==> src/rtl/ddr_readout_pkg.sv <==
// Shared state encoding, default parameter values and a saturating
// subtract helper for the DDR readout controller.
package ddr_readout_pkg;

    typedef enum logic [2:0] {
        RST_FIFO = 3'd0,
        WAIT_RST = 3'd1,
        IDLE     = 3'd2,
        REQ      = 3'd3,
        DRAIN    = 3'd4
    } state_t;

    localparam int DEF_DATA_W      = 256;
    localparam int DEF_ADDR_W      = 29;
    localparam int DEF_BURST_BYTES = 32;
    localparam int DEF_ADDR_INC    = 8;
    localparam int DEF_OBCNT_W     = 9;
    localparam int DEF_OB_THRESH   = 200;
    localparam int DEF_OST_W       = 10;
    localparam int DEF_RST_CYC     = 4;

    // The last burst may be shorter than BURST_BYTES; clamp instead of wrapping.
    function automatic logic [31:0] sat_dec(input logic [31:0] a, input logic [31:0] b);
        return (a > b) ? (a - b) : 32'd0;
    endfunction

endpackage

==> src/rtl/readout_ost_counter.sv <==
// Counts accepted-but-unreturned read commands and flags data returning with none outstanding.
// Count and error register one cycle after the event; o_count_nxt is the combinational next value.
module readout_ost_counter
    import ddr_readout_pkg::*;
#(
    parameter int OST_W = DEF_OST_W
) (
    input  logic             clk,
    input  logic             reset_clk,
    input  logic             i_inc,
    input  logic             i_dec,
    output logic [OST_W-1:0] o_count,
    output logic [OST_W-1:0] o_count_nxt,
    output logic             o_err
);

    localparam logic [OST_W-1:0] ONE = OST_W'(1);

    logic [OST_W-1:0] r_count;
    logic             r_err;
    logic [OST_W-1:0] w_nxt;
    logic             w_underflow;

    // Simultaneous issue and return cancel out.
    always_comb begin
        w_nxt       = r_count;
        w_underflow = 1'b0;
        if (i_inc && !i_dec) begin
            w_nxt = r_count + ONE;
        end else if (i_dec && !i_inc) begin
            if (r_count == '0) begin
                w_underflow = 1'b1;
            end else begin
                w_nxt = r_count - ONE;
            end
        end
    end

    always_ff @(posedge clk or posedge reset_clk) begin
        if (reset_clk) begin
            r_count <= '0;
            r_err   <= 1'b0;
        end else begin
            r_count <= w_nxt;
            if (w_underflow) begin
                r_err <= 1'b1;
            end
        end
    end

    assign o_count     = r_count;
    assign o_count_nxt = w_nxt;
    assign o_err       = r_err;

endmodule

==> src/rtl/ddr_readout_ctrl.sv <==
// Streams a byte range from DDR into an output buffer as credit-limited burst reads.
// Read data reaches the buffer one cycle later; commands hold until acked and stall on buffer credit.
module ddr_readout_ctrl
    import ddr_readout_pkg::*;
#(
    parameter int DATA_W      = DEF_DATA_W,
    parameter int ADDR_W      = DEF_ADDR_W,
    parameter int BURST_BYTES = DEF_BURST_BYTES,
    parameter int ADDR_INC    = DEF_ADDR_INC,
    parameter int OBCNT_W     = DEF_OBCNT_W,
    parameter int OB_THRESH   = DEF_OB_THRESH,
    parameter int OST_W       = DEF_OST_W,
    parameter int RST_CYC     = DEF_RST_CYC
) (
    input  logic              clk,
    input  logic              reset_clk,
    input  logic              readout_start,
    input  logic              readout_done,
    input  logic [ADDR_W-1:0] readout_addr,
    input  logic [31:0]       readout_count,
    input  logic              wrap_en,
    input  logic [ADDR_W-1:0] ring_base,
    input  logic [ADDR_W-1:0] ring_limit,
    output logic              mem_rd_req,
    output logic [ADDR_W-1:0] mem_rd_addr,
    input  logic              mem_rd_ack,
    input  logic [DATA_W-1:0] mem_rd_data,
    input  logic              mem_rd_data_valid,
    output logic              ob_wr_en,
    output logic [DATA_W-1:0] ob_din,
    input  logic [OBCNT_W-1:0] ob_count,
    output logic              ob_rst,
    input  logic              ob_wr_rst_busy,
    input  logic              ob_rd_rst_busy,
    output logic              busy,
    output logic              done,
    output logic [OST_W-1:0]  outstanding,
    output logic              err_overrun
);

    localparam int                RCNT_W   = $clog2(RST_CYC + 1);
    localparam logic [RCNT_W-1:0] RST_LAST = RCNT_W'(RST_CYC - 1);
    localparam logic [RCNT_W-1:0] RCNT_ONE = RCNT_W'(1);
    localparam logic [ADDR_W-1:0] INC      = ADDR_W'(ADDR_INC);
    localparam logic [31:0]       THRESH   = 32'(OB_THRESH);
    localparam logic [31:0]       BURST    = 32'(BURST_BYTES);

    state_t              r_state;
    logic [RCNT_W-1:0]   r_rst_cnt;
    logic                r_ob_rst;
    logic                r_req;
    logic [ADDR_W-1:0]   r_addr;
    logic [31:0]         r_remaining;
    logic                r_ob_wr_en;
    logic [DATA_W-1:0]   r_ob_din;
    logic                r_busy;
    logic                r_done;

    logic                w_hs;
    logic [OST_W-1:0]    w_ost;
    logic [OST_W-1:0]    w_ost_nxt;
    logic                w_err;
    logic [31:0]         w_fill;
    logic                w_credit_ok;
    logic [ADDR_W-1:0]   w_addr_inc;
    logic [ADDR_W-1:0]   w_addr_next;
    logic [31:0]         w_rem_dec;
    logic                w_flushing;

    readout_ost_counter #(
        .OST_W (OST_W)
    ) u_ost (
        .clk         (clk),
        .reset_clk   (reset_clk),
        .i_inc       (w_hs),
        .i_dec       (mem_rd_data_valid),
        .o_count     (w_ost),
        .o_count_nxt (w_ost_nxt),
        .o_err       (w_err)
    );

    assign w_hs = r_req && mem_rd_ack;

    // Credit uses next-cycle outstanding so a back-to-back issue never overshoots the limit.
    assign w_fill      = 32'(ob_count) + 32'(w_ost_nxt);
    assign w_credit_ok = (w_fill < THRESH);

    assign w_addr_inc  = r_addr + INC;
    assign w_addr_next = (wrap_en && (w_addr_inc >= ring_limit)) ? ring_base : w_addr_inc;
    assign w_rem_dec   = sat_dec(r_remaining, BURST);
    assign w_flushing  = (r_state == RST_FIFO) || (r_state == WAIT_RST);

    always_ff @(posedge clk or posedge reset_clk) begin
        if (reset_clk) begin
            r_state     <= RST_FIFO;
            r_rst_cnt   <= '0;
            r_ob_rst    <= 1'b1;
            r_req       <= 1'b0;
            r_addr      <= '0;
            r_remaining <= '0;
            r_ob_wr_en  <= 1'b0;
            r_ob_din    <= '0;
            r_busy      <= 1'b0;
            r_done      <= 1'b0;
        end else begin
            r_done     <= 1'b0;
            r_ob_wr_en <= mem_rd_data_valid && !w_flushing;
            r_ob_din   <= mem_rd_data;

            // An accepted command always drops; REQ re-raises it when another burst may go.
            if (w_hs) begin
                r_req <= 1'b0;
            end

            if (readout_done) begin
                r_state     <= RST_FIFO;
                r_rst_cnt   <= '0;
                r_ob_rst    <= 1'b1;
                r_busy      <= 1'b0;
                r_remaining <= '0;
            end else begin
                case (r_state)
                    RST_FIFO: begin
                        if (r_rst_cnt == RST_LAST) begin
                            r_state  <= WAIT_RST;
                            r_ob_rst <= 1'b0;
                        end else begin
                            r_rst_cnt <= r_rst_cnt + RCNT_ONE;
                        end
                    end

                    // A still-pending command would otherwise leak into the next transfer.
                    WAIT_RST: begin
                        if (!ob_wr_rst_busy && !ob_rd_rst_busy && (w_ost == '0) && !r_req) begin
                            r_state <= IDLE;
                        end
                    end

                    IDLE: begin
                        if (readout_start) begin
                            if (readout_count == 32'd0) begin
                                r_done <= 1'b1;
                            end else begin
                                r_addr      <= readout_addr;
                                r_remaining <= readout_count;
                                r_busy      <= 1'b1;
                                r_state     <= REQ;
                            end
                        end
                    end

                    REQ: begin
                        if (w_hs) begin
                            r_addr      <= w_addr_next;
                            r_remaining <= w_rem_dec;
                            if (w_rem_dec == 32'd0) begin
                                r_state <= DRAIN;
                            end else if (w_credit_ok) begin
                                r_req <= 1'b1;
                            end
                        end else if (!r_req && (r_remaining != 32'd0) && w_credit_ok) begin
                            r_req <= 1'b1;
                        end
                    end

                    DRAIN: begin
                        if (w_ost == '0) begin
                            r_done  <= 1'b1;
                            r_busy  <= 1'b0;
                            r_state <= IDLE;
                        end
                    end

                    default: begin
                        r_state <= RST_FIFO;
                    end
                endcase
            end
        end
    end

    assign mem_rd_req  = r_req;
    assign mem_rd_addr = r_addr;
    assign ob_wr_en    = r_ob_wr_en;
    assign ob_din      = r_ob_din;
    assign ob_rst      = r_ob_rst;
    assign busy        = r_busy;
    assign done        = r_done;
    assign outstanding = w_ost;
    assign err_overrun = w_err;

endmodule

==> config.mk <==
export PLATFORM = sky130hd
export DESIGN_NAME = ddr_readout_ctrl
export DESIGN_NICKNAME = d
export VERILOG_FILES = /design/src/rtl/ddr_readout_pkg.sv /design/src/rtl/readout_ost_counter.sv /design/src/rtl/ddr_readout_ctrl.sv
export SDC_FILE = /design/constraint.sdc
export NUM_CORES = 1
export LEC_CHECK = 0
export ABC_AREA = 1
export ABC_CLOCK_PERIOD_IN_PS = 17350
export CORE_AREA = 2 2 273 275
export CTS_BUF_LIST = sky130_fd_sc_hd__clkbuf_8
export CTS_CLUSTER_SIZE = 25
export DETAILED_ROUTE_END_ITERATION = 10
export DIE_AREA = 0 0 275 277
export GPL_ROUTABILITY_DRIVEN = 0
export SLEW_MARGIN = 25
export SYNTH_ARGS = -nofsm -noshare
export SYNTH_HDL_FRONTEND = slang
export SYNTH_HIERARCHICAL = 1
export SYNTH_SLANG_ARGS = --single-unit
export TNS_END_PERCENT = 20
==> constraint.sdc <==
create_clock -name clk -period 17.35 [get_ports clk]
set_clock_uncertainty 0.2 [all_clocks]
set_input_delay 4.3375 -clock clk [delete_from_list [all_inputs] [get_ports clk]]
set_output_delay 4.3375 -clock clk [all_outputs]
set_load 0.05 [all_outputs]
==> results of run 1 <==
power by group:
part | switching [W] | leakage [nW] | internal [W] | total (W)
Clock | 0.000376 | 0.790 | 0.000479 | 0.000855
Sequential | 0.000111 | 4.01 | 0.000890 | 0.00100
Combinational | 0.00111 | 5.78 | 0.000569 | 0.00168
flip-flops by register name, summed over array words and instances (netlist names):
register and flops:
mem_rd_addr 29, ob_wr_en 1, done 1, ob_rst 1
r_state 3, u_ost/o_err 1, r_remaining 32, mem_rd_req 1
u_ost/o_count 10, ob_din 256, busy 1, r_rst_cnt 3
per-stage QoR:
stage	hold WS (ps)	total power, W	utilization, %
finish	269	0.00354	32.0
CTS	274	0.00357	32.0
global route	313	0.00382	32.0
global placement	256	0.00267	30.1
detailed placement	258	0.00268	30.1
floorplan	264	0.00215	-
critical path, stage by stage:
cell	delay, ps
clkdlybuf4s50_1	560
inv_1	100
ha_1	330
a21oi_1	180
o21ai_0	140
o21ai_0	200
nand2_1	80
nand3_1	80
nand3_2	450
nand2_2	710
nand2_1	110
nand2_1	90
nand2_1	50
a21oi_1	150
how the worst min path moves through the flow:
stage,slack [ps],end
final,270,u_ost/o_err
after detailed placement,260,u_ost/o_err
after CTS,270,u_ost/o_err
after floorplan,260,r_remaining[1]
after global routing,310,u_ost/o_err
after global placement,260,u_ost/o_err
cell usage in the layout, fill, tap and decap left out, types with 8 or more instances in the layout:
cell type	synthesis	layout
clkdlybuf4s50_1	0	693
nand2_1	340	339
dfrtp_1	338	338
inv_1	176	196
nand3_1	100	99
nor2_1	99	98
clkbuf_8	0	76
o21ai_0	63	63
a21oi_1	63	63
ha_1	43	43
nand4_1	31	31
xor2_1	28	28
a21boi_0	18	18
nor3_1	16	16
o211ai_1	13	13
nor2_2	11	12
nor4_1	11	11
nand2_2	10	11
o22ai_1	10	10
clkinv_2	0	8
kinds of logic (layout without fill, tap and decap cells):
kind of cell	count (synthesis)	in the layout	share of synthesized area, %
and+or+nand+nor	650	650	20.6
other	0	5	0
DFF	339	339	60.1
buffers and inverters	216	997	6.04
xor gates and xnor gates	31	31	1.92
AOI/OAI and AO/OA	187	187	7.54
adders and majority gates	43	43	3.81
area by class of cell:
class / count / area (um^2) / area share [%]
flip-flops and latches: 339 / 8480 / 36.0
multi-input cells: 911 / 4790 / 20.3
inverters: 180 / 683 / 2.90
well taps: 969 / 1210 / 5.14
clock inverters: 41 / 335 / 1.42
diodes: 5 / 12.5 / 0.0531
clock buffers: 76 / 1050 / 4.44
repair buffers: 700 / 7000 / 29.7
routing by layer:
metal  routed length (um)  global-route usage, %
met1                26400                   20.9
met2                31200                   27.5
met3                 5470                   5.25
met4                 1650                   5.29
met5                  118                      0
==> reports/qor.csv, run 1 <==
stage;metric;value;unit
synth;synth_largest_area_cell;dfrtp_1;
timing;fmax;137;MHz
place;dp.cells;3099;
final_layout;drive_gt1_share;6.90;%
worst_setup_path;worstPathArrival;7600;ps
clock_network;cts-root-buf;clkbuf_8;
clock_network;cts-htree-levels;3;
final_layout;fin_cells;3221;
worst_setup_path;reg2regPathDepth;20;
clock_network;post_cts_resized;0;
clock_network;path_clk_slew;60;ps
worst_setup_path;worstSetupEndpoint;mem_rd_addr[19];
timing;setup_violations;0;
synth;ys_seq_elements;339;
synth;syn_area;0.0141;mm^2
place;place_ws;9470;ps
run_status;outcome;complete, no violations;
final_layout;design_area;0.0236;mm^2
synth;synth_area_per_cell;9.63;um^2
place;portBuffers;693;
timing;timing_hold_violations_final;0;
synth;netlist_top_cells_area;dfrtp_1, nand2_1, inv_1;
clock_network;cts_num_sinks;339;
clock_network;cts_tree;built;
synth;syn_inst;1466;
synth;async_flop_share;100;%
min_path;hp-class;flip-flop to flip-flop;
worst_setup_path;timing.rr.start;mem_rd_addr[3];
clock_network;cts_hold_buffers;0;
worst_setup_path;crit_path_max_fanout;30;
power;leakage;10.6;nW
floorplanning;num_rows;100;
floorplanning;die-area;0.0762;mm^2
route;drc;0;
min_path;hold-path-cell-count;2;
synth;synthFlopType;dfrtp_1;
synth;yosysMostFrequentCell;nand2_1;
synth;synth_top_cell_area_share;59.9;%
global_routing;grt_max_degree;148;
power;vdd_drop_max;0.0736;mV
timing;tightest_slew;927;ps
clock_network;clkLatencyLatePin;630;ps
global_routing;grt_use_total;16.8;%
timing;rsz0062_at_grt;false;
timing;fin_crit;7280;ps
worst_setup_path;startpoint_type;input port;
final_layout;num-fill-cells;7629;
synth;synth_edf_count;0;
route;first_iter_violations;925;
timing;finalSetupTns;0;ps
route;vias_per_cell;4.11;
worst_setup_path;reg2reg_slack;12510;ps
min_path;hp-start;u_ost/o_err;
worst_setup_path;regToRegEndpoint;mem_rd_addr[2];
timing;slew_headroom;38.2;%
run;drv_cap;0;
worst_setup_path;cp-end-kind;flip-flop;
synth;yosys_warnings;6;
synth;ys_seq_area_share;60.1;%
floorplanning;pin_count;694;
worst_setup_path;crit_type;input port to flip-flop;
floorplanning;dieHeight;277;um
clock_network;clockBufferDepth;3;
power;p_per_area;150;mW/mm^2
synth;synth_cell_types;44;
floorplanning;initial_core_util;19.2;%
route;drtPass1Iterations;7;
route;final_antenna_net_count;0;
global_routing;grt_pass1_wl;92.9;mm
place;placed_cell_area;0.0222;mm^2
final_layout;area_delta_synth_final;67.0;%
timing;final.setup.worst_slack;10070;ps
synth;syn_nets;1902;
floorplanning;core_area;0.0736;mm^2
global_routing;overflow;0;
clock_network;cts_buffers;68;
final_layout;fin_nets;2636;
timing;period_share;42.0;%
worst_setup_path;cp-startpoint;ring_limit[2];
worst_setup_path;cp.required;17660;ps
clock_network;post_cts_buffers;0;
place;place_hpwl;52.1;mm
global_routing;antenna_found_initial;20;
floorplanning;die_width;275;um
synth;yosys-top-cells-count;nand2_1, dfrtp_1, inv_1;
timing;slew_violations;0;
route;wl_per_cell;20.1;um
global_routing;grt_pass1_vias;13700;
route;vias;13200;
route;wirelength;64.9;mm
Note: power is estimated with default switching activity, not from simulation.
==> run 2, diff against run 1 <==
--- a/config.mk
+++ b/config.mk
@@ -6,12 +6,12 @@
 export NUM_CORES = 1
 export LEC_CHECK = 0
 export ABC_AREA = 1
-export ABC_CLOCK_PERIOD_IN_PS = 17350
-export CORE_AREA = 2 2 273 275
+export ABC_CLOCK_PERIOD_IN_PS = 6500
+export CORE_AREA = 2 2 270 272
 export CTS_BUF_LIST = sky130_fd_sc_hd__clkbuf_8
 export CTS_CLUSTER_SIZE = 25
 export DETAILED_ROUTE_END_ITERATION = 10
-export DIE_AREA = 0 0 275 277
+export DIE_AREA = 0 0 272 274
 export GPL_ROUTABILITY_DRIVEN = 0
 export SLEW_MARGIN = 25
 export SYNTH_ARGS = -nofsm -noshare
==> constraint.sdc (replaced) <==
create_clock -name clk -period 6.5 [get_ports clk]
set_clock_uncertainty 0.2 [all_clocks]
set_input_delay 1.625 -clock clk [delete_from_list [all_inputs] [get_ports clk]]
set_output_delay 1.625 -clock clk [all_outputs]
set_load 0.05 [all_outputs]
==> run 2 against run 1 <==
Final cell count down 0.16%. Largest power group unchanged. Core utilization up 0.78 points. Worst setup slack worse by 8100 ps.
==> reports/qor.csv, run 2 (same netlist as run 1, synthesis figures left out) <==
stage;metric;value;unit
power;p_int;0.00514;W
clock_network;cts_tree;built;
floorplanning;initial_core_util;19.6;%
final_layout;final_common_cell;clkdlybuf4s50_1;
route;vias_per_cell;4.09;
global_routing;grt_pass1_vias;13400;
timing;slew_headroom;37.7;%
clock_network;clockBufferDepth;3;
timing;fin_crit;4510;ps
clock_network;post_cts_resized;0;
run_status;outcome;complete, no violations;
power;p_per_area;401;mW/mm^2
final_layout;fin_util;32.8;%
global_routing;grt_pass1_wl;94.3;mm
timing;rsz0062_at_grt;false;
route;final_antenna_net_count;0;
power;p_clk_share;24.0;%
timing;slew_violations;0;
clock_network;post_cts_buffers;0;
clock_network;path_clk_slew;60;ps
global_routing;grt_max_degree;133;
route;drt-met1-wl;25.9;mm
floorplanning;die-area;0.0745;mm^2
clock_network;cts-htree-levels;3;
clock_network;clkLatencyLatePin;640;ps
worst_setup_path;cpMaxStageDelayCell;nand3_2;
timing;timing_hold_violations_final;0;
timing;hold_slack;268;ps
global_routing;overflow;0;
final_layout;fin_nets;2639;
final_layout;final_cell_mix;clkdlybuf4s50_1, nand2_1, dfrtp_1;
floorplanning;pin_count;694;
timing;setup_violations;0;
place;portBuffers;693;
floorplanning;die_width;272;um
final_layout;design_area;0.0236;mm^2
timing;fmax;221;MHz
route;first_iter_violations;794;
route;vias;13200;
final_layout;drive_gt1_share;7.42;%
power;pwr-share-comb;47.8;%
timing;tightest_slew;931;ps
worst_setup_path;path_cells;nand3_1 > nor2_1 > nand4_1 > nor2_1 > nand2_1 > nor2_1 > nand2_1 > xor2_1 > inv_1 > ha_1 > nand2_1 > nor2_1 > nand2_1 > o211ai_1 > a21oi_1 > nand3_2 > nand2_1 > buf_4 > o21ai_0 > nand2_1 > o21ai_0;
timing;finalSetupTns;0;ps
final_layout;area_delta_synth_final;67.4;%
route;wl_met2;33.3;mm
clock_network;cts-root-buf;clkbuf_8;
clock_network;cts_buffers;67;
floorplanning;core_area;0.0720;mm^2
timing;period_share;69.5;%
run;drv_cap;0;
place;placed_cell_area;0.0222;mm^2
power;seq_power_share;28.2;%
power;sw_frac_of_total;45.7;%
route;wirelength;67.8;mm
min_path;hp-class;flip-flop to flip-flop;
floorplanning;num_rows;99;
worst_setup_path;path_delay_family;simple AND/OR/NAND/NOR gates;
global_routing;antenna_found_initial;15;
power;vdd_drop_max;0.203;mV
power;net-switching-power;0.00433;W
route;drtPass1Iterations;6;
worst_setup_path;crit_top_cell;nand2_1;
worst_setup_path;worstPathArrival;4800;ps
floorplanning;dieHeight;274;um
clock_network;cts_num_sinks;339;
route;dr_wl_met3;6.53;mm
worst_setup_path;critPathBufInv;2;
worst_setup_path;startpoint_type;flip-flop;
clock_network;cts_hold_buffers;0;
worst_setup_path;crit_path_max_fanout;30;
worst_setup_path;critPathMaxStageDelay;440;ps
worst_setup_path;cp-end-kind;flip-flop;
final_layout;num-fill-cells;7313;
worst_setup_path;reg2reg_slack;1990;ps
power;leakage;10.6;nW
route;wl_per_cell;21.1;um
route;routed.top_layer;met5;
route;drc;0;
final_layout;largest_reg_flops;256;
worst_setup_path;crit_type;flip-flop to flip-flop;
place;place_hpwl;55.5;mm
worst_setup_path;cp.required;6790;ps
global_routing;grt_use_total;17.7;%
==> run 2: cell types whose count changed in the layout (fill, tap and decap cells not counted), moves of 3 or more <==
cell,before,now
clkbuf_8,76,86
inv_1,196,188
bufinv_16,5,1
buf_4,6,9
clkinv_8,0,3
==> run 2: worst paths after layout <==
path	start	endpoint	cells past startpoint
worst max-delay path	mem_rd_addr[5]	mem_rd_addr[0]	21
worst min-delay path	u_ost/o_err	u_ost/o_err	2
worst max register to register	mem_rd_addr[5]	mem_rd_addr[0]	21
worst min register to register	u_ost/o_err	u_ost/o_err	2
max in group asynchronous	reset_clk	ob_din[58]	3
min in group asynchronous	reset_clk	u_ost/o_count[9]	2
==> run 2: per-stage QoR <==
step           instances  power [W]  setup WS (ps)
5_1_grt             3213     0.0102           1570
2_1_floorplan       1466    0.00573            297
3_5_place_dp        3093    0.00719           1520
6_report            3216    0.00947           1990
3_3_place_gp        3093    0.00718           1590
4_1_cts             3211    0.00957           2050
==> run 2: power by group through the flow <==
stage,clock network (W),registers [W],logic [W]
floorplan,0,0.00330,0.00243
global placement,0,0.00270,0.00448
detailed placement,0,0.00270,0.00450
CTS,0.00239,0.00267,0.00452
global route,0.00248,0.00271,0.00498
finish,0.00227,0.00267,0.00453
==> run 2: routing by layer <==
layer / vias to the layer above / track usage, %
li1: 6240 / -
met1: 6228 / 20.4
met2: 560 / 30.1
met3: 106 / 6.94
met4: 18 / 5.58
met5: - / 0
==> run 2: cell type report <==
class	count	area (um^2)	share of cell area [%]
inverters	180	679	2.88
multi-input cells	911	4780	20.3
clock buffers	86	1180	5.01
well taps	959	1200	5.08
repair buffers	704	7040	29.8
diodes	5	12.5	0.0530
flip-flops and latches	339	8480	35.9
clock inverters	32	230	0.975
==> run 2: worst register-to-register path, delay by kind of cell, from the launching register on <==
family | cells | cell delay, ps
AND/OR/NAND/NOR | 13 | 2260
buffers and inverters | 2 | 450
XOR/XNOR | 1 | 190
AO/OA/AOI/OAI | 4 | 560
adder cells (fa/ha/maj) | 1 | 300
flip-flops | 1 | 420
